$ cat src/rtl/decoder_scan_sequencer_pkg.sv
// Shared constants, FSM state type and the masked next-index search used by the
// decoder scan sequencer.
package decoder_scan_pkg;

  localparam int NUM_OUT = 16;
  localparam int SEL_W   = 4;

  typedef enum logic {
    IDLE = 1'b0,
    SCAN = 1'b1
  } scan_state_e;

  typedef struct packed {
    logic             found;
    logic [SEL_W-1:0] idx;
  } idx_hit_t;

  // Lowest unmasked index at or above lo; lo may be NUM_OUT, meaning "none left".
  function automatic idx_hit_t next_unmasked(input logic [NUM_OUT-1:0] mask,
                                             input logic [SEL_W:0]     lo);
    idx_hit_t hit;
    hit = '0;
    for (int i = NUM_OUT - 1; i >= 0; i--) begin
      if ((i >= int'(lo)) && !mask[i]) begin
        hit.found = 1'b1;
        hit.idx   = SEL_W'(i);
      end
    end
    return hit;
  endfunction

endpackage

$ cat src/rtl/decoder_scan_sequencer_if.sv
// Control/status bundle between a scan master and the decoder scan sequencer.
interface decoder_scan_sequencer_if #(
  parameter int DWELL_W = 8
);
  import decoder_scan_pkg::*;

  logic               start;
  logic               stop;
  logic               one_shot;
  logic [DWELL_W-1:0] dwell;
  logic [NUM_OUT-1:0] skip_mask;

  logic [SEL_W-1:0]   sel;
  logic               c;
  logic               b;
  logic               a;
  logic               en416;
  logic               en38_lo;
  logic               en38_hi;
  logic               busy;
  logic               step;
  logic               done;

  modport master (
    output start, stop, one_shot, dwell, skip_mask,
    input  sel, c, b, a, en416, en38_lo, en38_hi, busy, step, done
  );

  modport slave (
    input  start, stop, one_shot, dwell, skip_mask,
    output sel, c, b, a, en416, en38_lo, en38_hi, busy, step, done
  );

endinterface

$ cat src/rtl/decoder_scan_sequencer_timer.sv
// scan_dwell_timer: loadable down-counter; expire_o is high during the last
// cycle of a dwell so the owner can advance and reload on the same edge.
module scan_dwell_timer #(
  parameter int W = 8
) (
  input  logic         clk,
  input  logic         rst,
  input  logic         clr_i,
  input  logic         load_i,
  input  logic [W-1:0] load_val_i,
  input  logic         run_i,
  output logic         expire_o
);

  logic [W-1:0] count_q;
  logic [W-1:0] count_d;

  always_comb begin
    count_d = count_q;
    if (clr_i) begin
      count_d = '0;
    end else if (load_i) begin
      count_d = load_val_i;
    end else if (run_i && (count_q != '0)) begin
      count_d = count_q - W'(1);
    end
  end

  always_ff @(posedge clk or posedge rst) begin
    if (rst) begin
      count_q <= '0;
    end else begin
      count_q <= count_d;
    end
  end

  assign expire_o = run_i && (count_q == W'(1));

endmodule

$ cat src/rtl/decoder_scan_sequencer.sv
// decoder_scan_sequencer: steps an index across a 4:16 / dual 3:8 decoder tree
// with a programmable dwell. Define SKIP_MASK_EN to honour per-index skip bits.
module decoder_scan_sequencer
  import decoder_scan_pkg::*;
#(
  parameter int DWELL_W = 8
) (
  input  logic                      clk,
  input  logic                      rst,
  decoder_scan_sequencer_if.slave   scan_if
);

  scan_state_e        state_q, state_d;
  logic [SEL_W-1:0]   sel_q, sel_d;
  logic               busy_q;
  logic               en38_lo_q;
  logic               en38_hi_q;
  logic               step_q, step_d;
  logic               done_q, done_d;
  logic [DWELL_W-1:0] dwell_q;
  logic               one_shot_q;

  logic               accept;
  logic               tmr_load;
  logic               tmr_clr;
  logic [DWELL_W-1:0] tmr_val;
  logic               expire;
  logic [DWELL_W-1:0] dwell_in_eff;

  logic [NUM_OUT-1:0] in_mask;
  logic [NUM_OUT-1:0] run_mask;
  idx_hit_t           start_hit;
  idx_hit_t           adv_hit;
  idx_hit_t           wrap_hit;

`ifdef SKIP_MASK_EN
  logic [NUM_OUT-1:0] skip_mask_q;
  assign in_mask  = scan_if.skip_mask;
  assign run_mask = skip_mask_q;
`else
  logic unused_skip_mask;
  assign unused_skip_mask = ^scan_if.skip_mask;
  assign in_mask  = '0;
  assign run_mask = '0;
`endif

  assign dwell_in_eff = (scan_if.dwell == '0) ? DWELL_W'(1) : scan_if.dwell;

  assign start_hit = next_unmasked(in_mask, '0);
  assign adv_hit   = next_unmasked(run_mask, {1'b0, sel_q} + (SEL_W + 1)'(1));
  assign wrap_hit  = next_unmasked(run_mask, '0);

  always_comb begin
    state_d  = state_q;
    sel_d    = sel_q;
    step_d   = 1'b0;
    done_d   = 1'b0;
    accept   = 1'b0;
    tmr_load = 1'b0;
    tmr_clr  = 1'b0;
    tmr_val  = dwell_q;
    case (state_q)
      IDLE: begin
        if (scan_if.start && !scan_if.stop) begin
          if (start_hit.found) begin
            state_d  = SCAN;
            sel_d    = start_hit.idx;
            accept   = 1'b1;
            tmr_load = 1'b1;
            tmr_val  = dwell_in_eff;
          end else begin
            // every index masked: nothing to scan, report an empty pass
            done_d = 1'b1;
          end
        end
      end
      SCAN: begin
        if (scan_if.stop) begin
          state_d = IDLE;
          sel_d   = '0;
          tmr_clr = 1'b1;
        end else if (expire) begin
          if (adv_hit.found) begin
            sel_d    = adv_hit.idx;
            step_d   = 1'b1;
            tmr_load = 1'b1;
          end else if (one_shot_q) begin
            state_d = IDLE;
            sel_d   = '0;
            done_d  = 1'b1;
            tmr_clr = 1'b1;
          end else begin
            sel_d    = wrap_hit.idx;
            step_d   = 1'b1;
            tmr_load = 1'b1;
          end
        end
      end
      default: begin
        state_d = IDLE;
        sel_d   = '0;
        tmr_clr = 1'b1;
      end
    endcase
  end

  always_ff @(posedge clk or posedge rst) begin
    if (rst) begin
      state_q     <= IDLE;
      sel_q       <= '0;
      busy_q      <= 1'b0;
      en38_lo_q   <= 1'b0;
      en38_hi_q   <= 1'b0;
      step_q      <= 1'b0;
      done_q      <= 1'b0;
      dwell_q     <= '0;
      one_shot_q  <= 1'b0;
`ifdef SKIP_MASK_EN
      skip_mask_q <= '0;
`endif
    end else begin
      state_q   <= state_d;
      sel_q     <= sel_d;
      busy_q    <= (state_d == SCAN);
      en38_lo_q <= (state_d == SCAN) && !sel_d[SEL_W-1];
      en38_hi_q <= (state_d == SCAN) && sel_d[SEL_W-1];
      step_q    <= step_d;
      done_q    <= done_d;
      if (accept) begin
        dwell_q     <= dwell_in_eff;
        one_shot_q  <= scan_if.one_shot;
`ifdef SKIP_MASK_EN
        skip_mask_q <= scan_if.skip_mask;
`endif
      end
    end
  end

  scan_dwell_timer #(
    .W (DWELL_W)
  ) u_dwell_timer (
    .clk        (clk),
    .rst        (rst),
    .clr_i      (tmr_clr),
    .load_i     (tmr_load),
    .load_val_i (tmr_val),
    .run_i      (state_q == SCAN),
    .expire_o   (expire)
  );

  assign scan_if.sel     = sel_q;
  assign scan_if.c       = sel_q[2];
  assign scan_if.b       = sel_q[1];
  assign scan_if.a       = sel_q[0];
  assign scan_if.busy    = busy_q;
  assign scan_if.en416   = busy_q;
  assign scan_if.en38_lo = en38_lo_q;
  assign scan_if.en38_hi = en38_hi_q;
  assign scan_if.step    = step_q;
  assign scan_if.done    = done_q;

endmodule

$ cat src/flat_wrapper.sv
// flat-port wrapper written by rule: the top's interface ports become plain ports
module decoder_scan_sequencer_flat import decoder_scan_pkg::*;
#(
  parameter int DWELL_W = 8
)
  (clk, rst, scan_if_start, scan_if_stop, scan_if_one_shot, scan_if_dwell, scan_if_skip_mask, scan_if_sel, scan_if_c, scan_if_b, scan_if_a, scan_if_en416, scan_if_en38_lo, scan_if_en38_hi, scan_if_busy, scan_if_step, scan_if_done);
  decoder_scan_sequencer_if #(.DWELL_W(DWELL_W)) scan_if_i ();
  input  logic clk;
  input  logic rst;
  input wire logic [$bits(scan_if_i.start)-1:0] scan_if_start;
  input wire logic [$bits(scan_if_i.stop)-1:0] scan_if_stop;
  input wire logic [$bits(scan_if_i.one_shot)-1:0] scan_if_one_shot;
  input wire logic [$bits(scan_if_i.dwell)-1:0] scan_if_dwell;
  input wire logic [$bits(scan_if_i.skip_mask)-1:0] scan_if_skip_mask;
  output wire logic [$bits(scan_if_i.sel)-1:0] scan_if_sel;
  output wire logic [$bits(scan_if_i.c)-1:0] scan_if_c;
  output wire logic [$bits(scan_if_i.b)-1:0] scan_if_b;
  output wire logic [$bits(scan_if_i.a)-1:0] scan_if_a;
  output wire logic [$bits(scan_if_i.en416)-1:0] scan_if_en416;
  output wire logic [$bits(scan_if_i.en38_lo)-1:0] scan_if_en38_lo;
  output wire logic [$bits(scan_if_i.en38_hi)-1:0] scan_if_en38_hi;
  output wire logic [$bits(scan_if_i.busy)-1:0] scan_if_busy;
  output wire logic [$bits(scan_if_i.step)-1:0] scan_if_step;
  output wire logic [$bits(scan_if_i.done)-1:0] scan_if_done;
  assign scan_if_i.start = scan_if_start;
  assign scan_if_i.stop = scan_if_stop;
  assign scan_if_i.one_shot = scan_if_one_shot;
  assign scan_if_i.dwell = scan_if_dwell;
  assign scan_if_i.skip_mask = scan_if_skip_mask;
  assign scan_if_sel = scan_if_i.sel;
  assign scan_if_c = scan_if_i.c;
  assign scan_if_b = scan_if_i.b;
  assign scan_if_a = scan_if_i.a;
  assign scan_if_en416 = scan_if_i.en416;
  assign scan_if_en38_lo = scan_if_i.en38_lo;
  assign scan_if_en38_hi = scan_if_i.en38_hi;
  assign scan_if_busy = scan_if_i.busy;
  assign scan_if_step = scan_if_i.step;
  assign scan_if_done = scan_if_i.done;
  decoder_scan_sequencer #(.DWELL_W(DWELL_W)) u_core (.clk(clk), .rst(rst), .scan_if(scan_if_i));
endmodule
$ cat config.mk
export PLATFORM = sky130hd
export DESIGN_NAME = decoder_scan_sequencer_flat
export DESIGN_NICKNAME = d
export VERILOG_FILES = /design/src/rtl/decoder_scan_sequencer_pkg.sv /design/src/rtl/decoder_scan_sequencer_if.sv /design/src/rtl/decoder_scan_sequencer_timer.sv /design/src/rtl/decoder_scan_sequencer.sv /design/src/flat_wrapper.sv
export SDC_FILE = /design/constraint.sdc
export NUM_CORES = 1
export LEC_CHECK = 0
export BUFFER_PORTS_ARGS = -buffer_cell sky130_fd_sc_hd__buf_2
export CAP_MARGIN = 20
export CELL_PAD_IN_SITES_DETAIL_PLACEMENT = 0
export CELL_PAD_IN_SITES_GLOBAL_PLACEMENT = 1
export CORE_MARGIN = 2
export CORE_UTILIZATION = 42
export DETAILED_ROUTE_END_ITERATION = 8
export PLACE_DENSITY = 0.94
export SKIP_CTS_REPAIR_TIMING = 1
export SYNTH_ARGS = -nofsm -noshare
export SYNTH_HDL_FRONTEND = slang
export SYNTH_SLANG_ARGS = --single-unit
$ cat constraint.sdc
create_clock -name clk -period 5.4 [get_ports clk]
set_input_delay 0.54 -clock clk [delete_from_list [all_inputs] [get_ports clk]]
set_output_delay 0.54 -clock clk [all_outputs]
set_load 0.05 [all_outputs]
==> run summary <==
status: finished, final reports clean
CP Class: reg2reg
Core Box Area: 0.00339 mm²
chip width: 64.0 µm
critical path arrival: 2320 ps
Seq/Total Area, Yosys: 43.0%
die area: 0.00410 mm²
clk sinks: 26
P per Cell Area: 348 mW/mm²
asr flop ratio synth: 100%
Final setup viols: 0
Startpoint Class: register
Synth Register Bits: 26
Placer Congestion: 0.870
initial antenna violation count: 0
Post-layout nets: 197
worst-margin pin slew: 861 ps
RSZ-0062 raised after global routing: false
Pwr Total: 0.000594 W
Setup Skew: 6.46 ps
number of global-route vias before repair: 1190
Critical Path Sink: u_core.u_dwell_timer.count_q[7]$_DFFE_PP0P_
CTS H-tree depth: 1
min Tclk post-route: 2120 ps
Syn Std Cell Area: 0.00151 mm²
post-DR vias/cell: 5.68
diode count: 0
count of final hold-check violations: 0
critical path depth in cells: 4
CTS tree: yes
Slew Viols, Final: 0
Initial Util: 44.6%
Lkg Pwr: 0.760 nW
PortBufs: 25
initial DRC count: 55
post-synth top area cell: dfrtp_1
Core Rows: 21
distinct cell type count after synthesis: 49
combinational share of power: 31.0%
worst-path maximum fanout: 16
reg2reg path depth: 4
DRT Wirelength: 3050 µm
# IOs: 42
Pint: 0.000388 W
top_reg_cell synth: dfrtp_1
net switching power of the design: 0.000206 W
top cell type's share of synthesized area: 43.0%
Crit path buffers/inverters: 0
Peak VDD IR: 238 µV
total number of vias: 1188
clock power share: 22.2%
CTS root buf: clkbuf_4
syn_nets: 175
critical path required time: 5600 ps
reg2reg start: u_core.state_q$_DFF_PP0_
Remaining DRCs: 0
Initial DRT Pass Iterations: 4
GRT overflow: 0
Worst-path clk slew: 140 ps
Area contributors post-synth: dfrtp_1 43%, mux2_2 4.5%, ha_1 3.3%, a21oi_1 3.0%, a211oi_1 3.0%
Synth Area per Inst: 10.7 µm²
fraction of layout cells with a size suffix above 1: 30.1%
Synth-to-Final Area Change: 12.7%
Worst path slowest cell: nor3b_1
first-pass GRT wire length: 5500 µm
Die Height: 64.0 µm
Syn Inst Count: 142
GRT Util Overall: 16.6%
Worst path top cell family by delay: simple AND/OR/NAND/NOR gates
max-cap violations: 0
sequential share of power: 46.8%
CP Cell Sequence: nor3b_1 -> mux2_2 -> a21oi_1 -> a211oi_1
wire per inst: 14.6 µm
largest stage delay on the critical path: 780 ps
DRT antenna net count: 0
CTS buffer count: 3
Setup WS pre-CTS: 3190 ps
CP Capture Type: register
min-delay worst type: in2async
Setup crit start: u_core.state_q$_DFF_PP0_
pin count of the biggest net entering global routing: 27
Final Cycle Share: 39.3%
Worst Setup Slack, final: 3280 ps
number of synthesized flops with an enable pin: 0
Setup TNS Final: 0 ps
clk_lat worst skew: 320 ps
R2R Path End: u_core.u_dwell_timer.count_q[7]$_DFFE_PP0P_
relative max-transition margin: 42.5%
max frequency: 471 MHz
flop2flop setup slack: 3280 ps
hpwl dp: 2290 µm
synth warn: 0
Clock Path Buffers: 2
switch share: 34.7%
## through the flow
stage	util (%)	std cells	hold slack [ps]	instance area [µm²]
final	50.3	209	158	1710
after global routing	50.3	209	166	1710
after CTS	49.5	208	401	1680
after detailed placement	48.0	204	479	1630
after global placement	48.0	204	465	1630
after floorplan	-	142	441	1510
## cell usage after synthesis, types with 3 or more instances
master,count
a211oi_1,6
a21oi_1,9
a22o_1,3
buf_4,4
dfrtp_1,26
ha_1,4
inv_1,11
mux2_2,6
nand2_1,9
nor2_1,5
nor3_1,3
nor4_1,3
o21ai_0,3
or3b_2,3
## final cells by class
class | count | area [µm²]
fill | 308 | 1680
sequential | 26 | 651
timing repair buffer | 26 | 153
clock inverter | 1 | 30.0
inverter | 11 | 41.3
tap | 46 | 57.6
multi-input combinational | 96 | 751
clock buffer | 3 | 22.5
## cells by family after synthesis
kind of cell	after synthesis	share of synthesized area [%]
XOR/XNOR	2	1.16
multiplexers	8	5.79
AND/OR/NAND/NOR	42	19.0
buffers and inverters	20	7.36
adder cells (fa/ha/maj)	4	3.31
flip-flops	26	43.0
AO/OA/AOI/OAI	40	20.3
## worst min path at each step
stage                                              from                                 to  slack [ps]  cells past startpoint
after floorplan           u_core.dwell_q[2]$_DFFE_PP0P_      u_core.dwell_q[2]$_DFFE_PP0P_         440                      2
after global placement    u_core.dwell_q[2]$_DFFE_PP0P_      u_core.dwell_q[2]$_DFFE_PP0P_         460                      2
after detailed placement  u_core.dwell_q[2]$_DFFE_PP0P_      u_core.dwell_q[2]$_DFFE_PP0P_         480                      2
after CTS                              scan_if_one_shot      u_core.one_shot_q$_DFFE_PP0P_         400                      3
after global routing                                rst  u_core.scan_if.sel[0]$_DFFE_PP0P_         170                      2
final                                               rst  u_core.scan_if.sel[0]$_DFFE_PP0P_         160                      2
## cell usage in the layout, fill, tap and decap left out, types with 4 or more instances in the layout
cell and count:
dfrtp_1 26, nand2_1 9, buf_2 25, inv_1 11, mux2_2 6, ha_1 4, a211oi_1 6, nor2_1 5
a21oi_1 9
## worst reg2reg max path, stage by stage (launching register included)
cell	delay (ps)
dfrtp_1	570
nor3b_1	780
mux2_2	430
a21oi_1	140
a211oi_1	80
## routing by layer
layer	global-route usage, %	part of all wire, %	vias to the layer above
met2	27.9	49	28
met3	3.17	4.2	0
met4	2.17	0	0
met1	22.7	46	593
li1	-	-	567
met5	0	0	-
## power groups by stage
| stage | Sequential [W] | Clock [W] | Combinational, W |
|---|---|---|---|
| after global placement | 0.000280 | 0 | 0.000173 |
| final | 0.000278 | 0.000132 | 0.000184 |
| after CTS | 0.000278 | 0.000136 | 0.000183 |
| after floorplan | 0.000270 | 0 | 0.000155 |
| after detailed placement | 0.000282 | 0 | 0.000182 |
| after global routing | 0.000286 | 0.000143 | 0.000207 |
(Power assumes the default switching activity.)
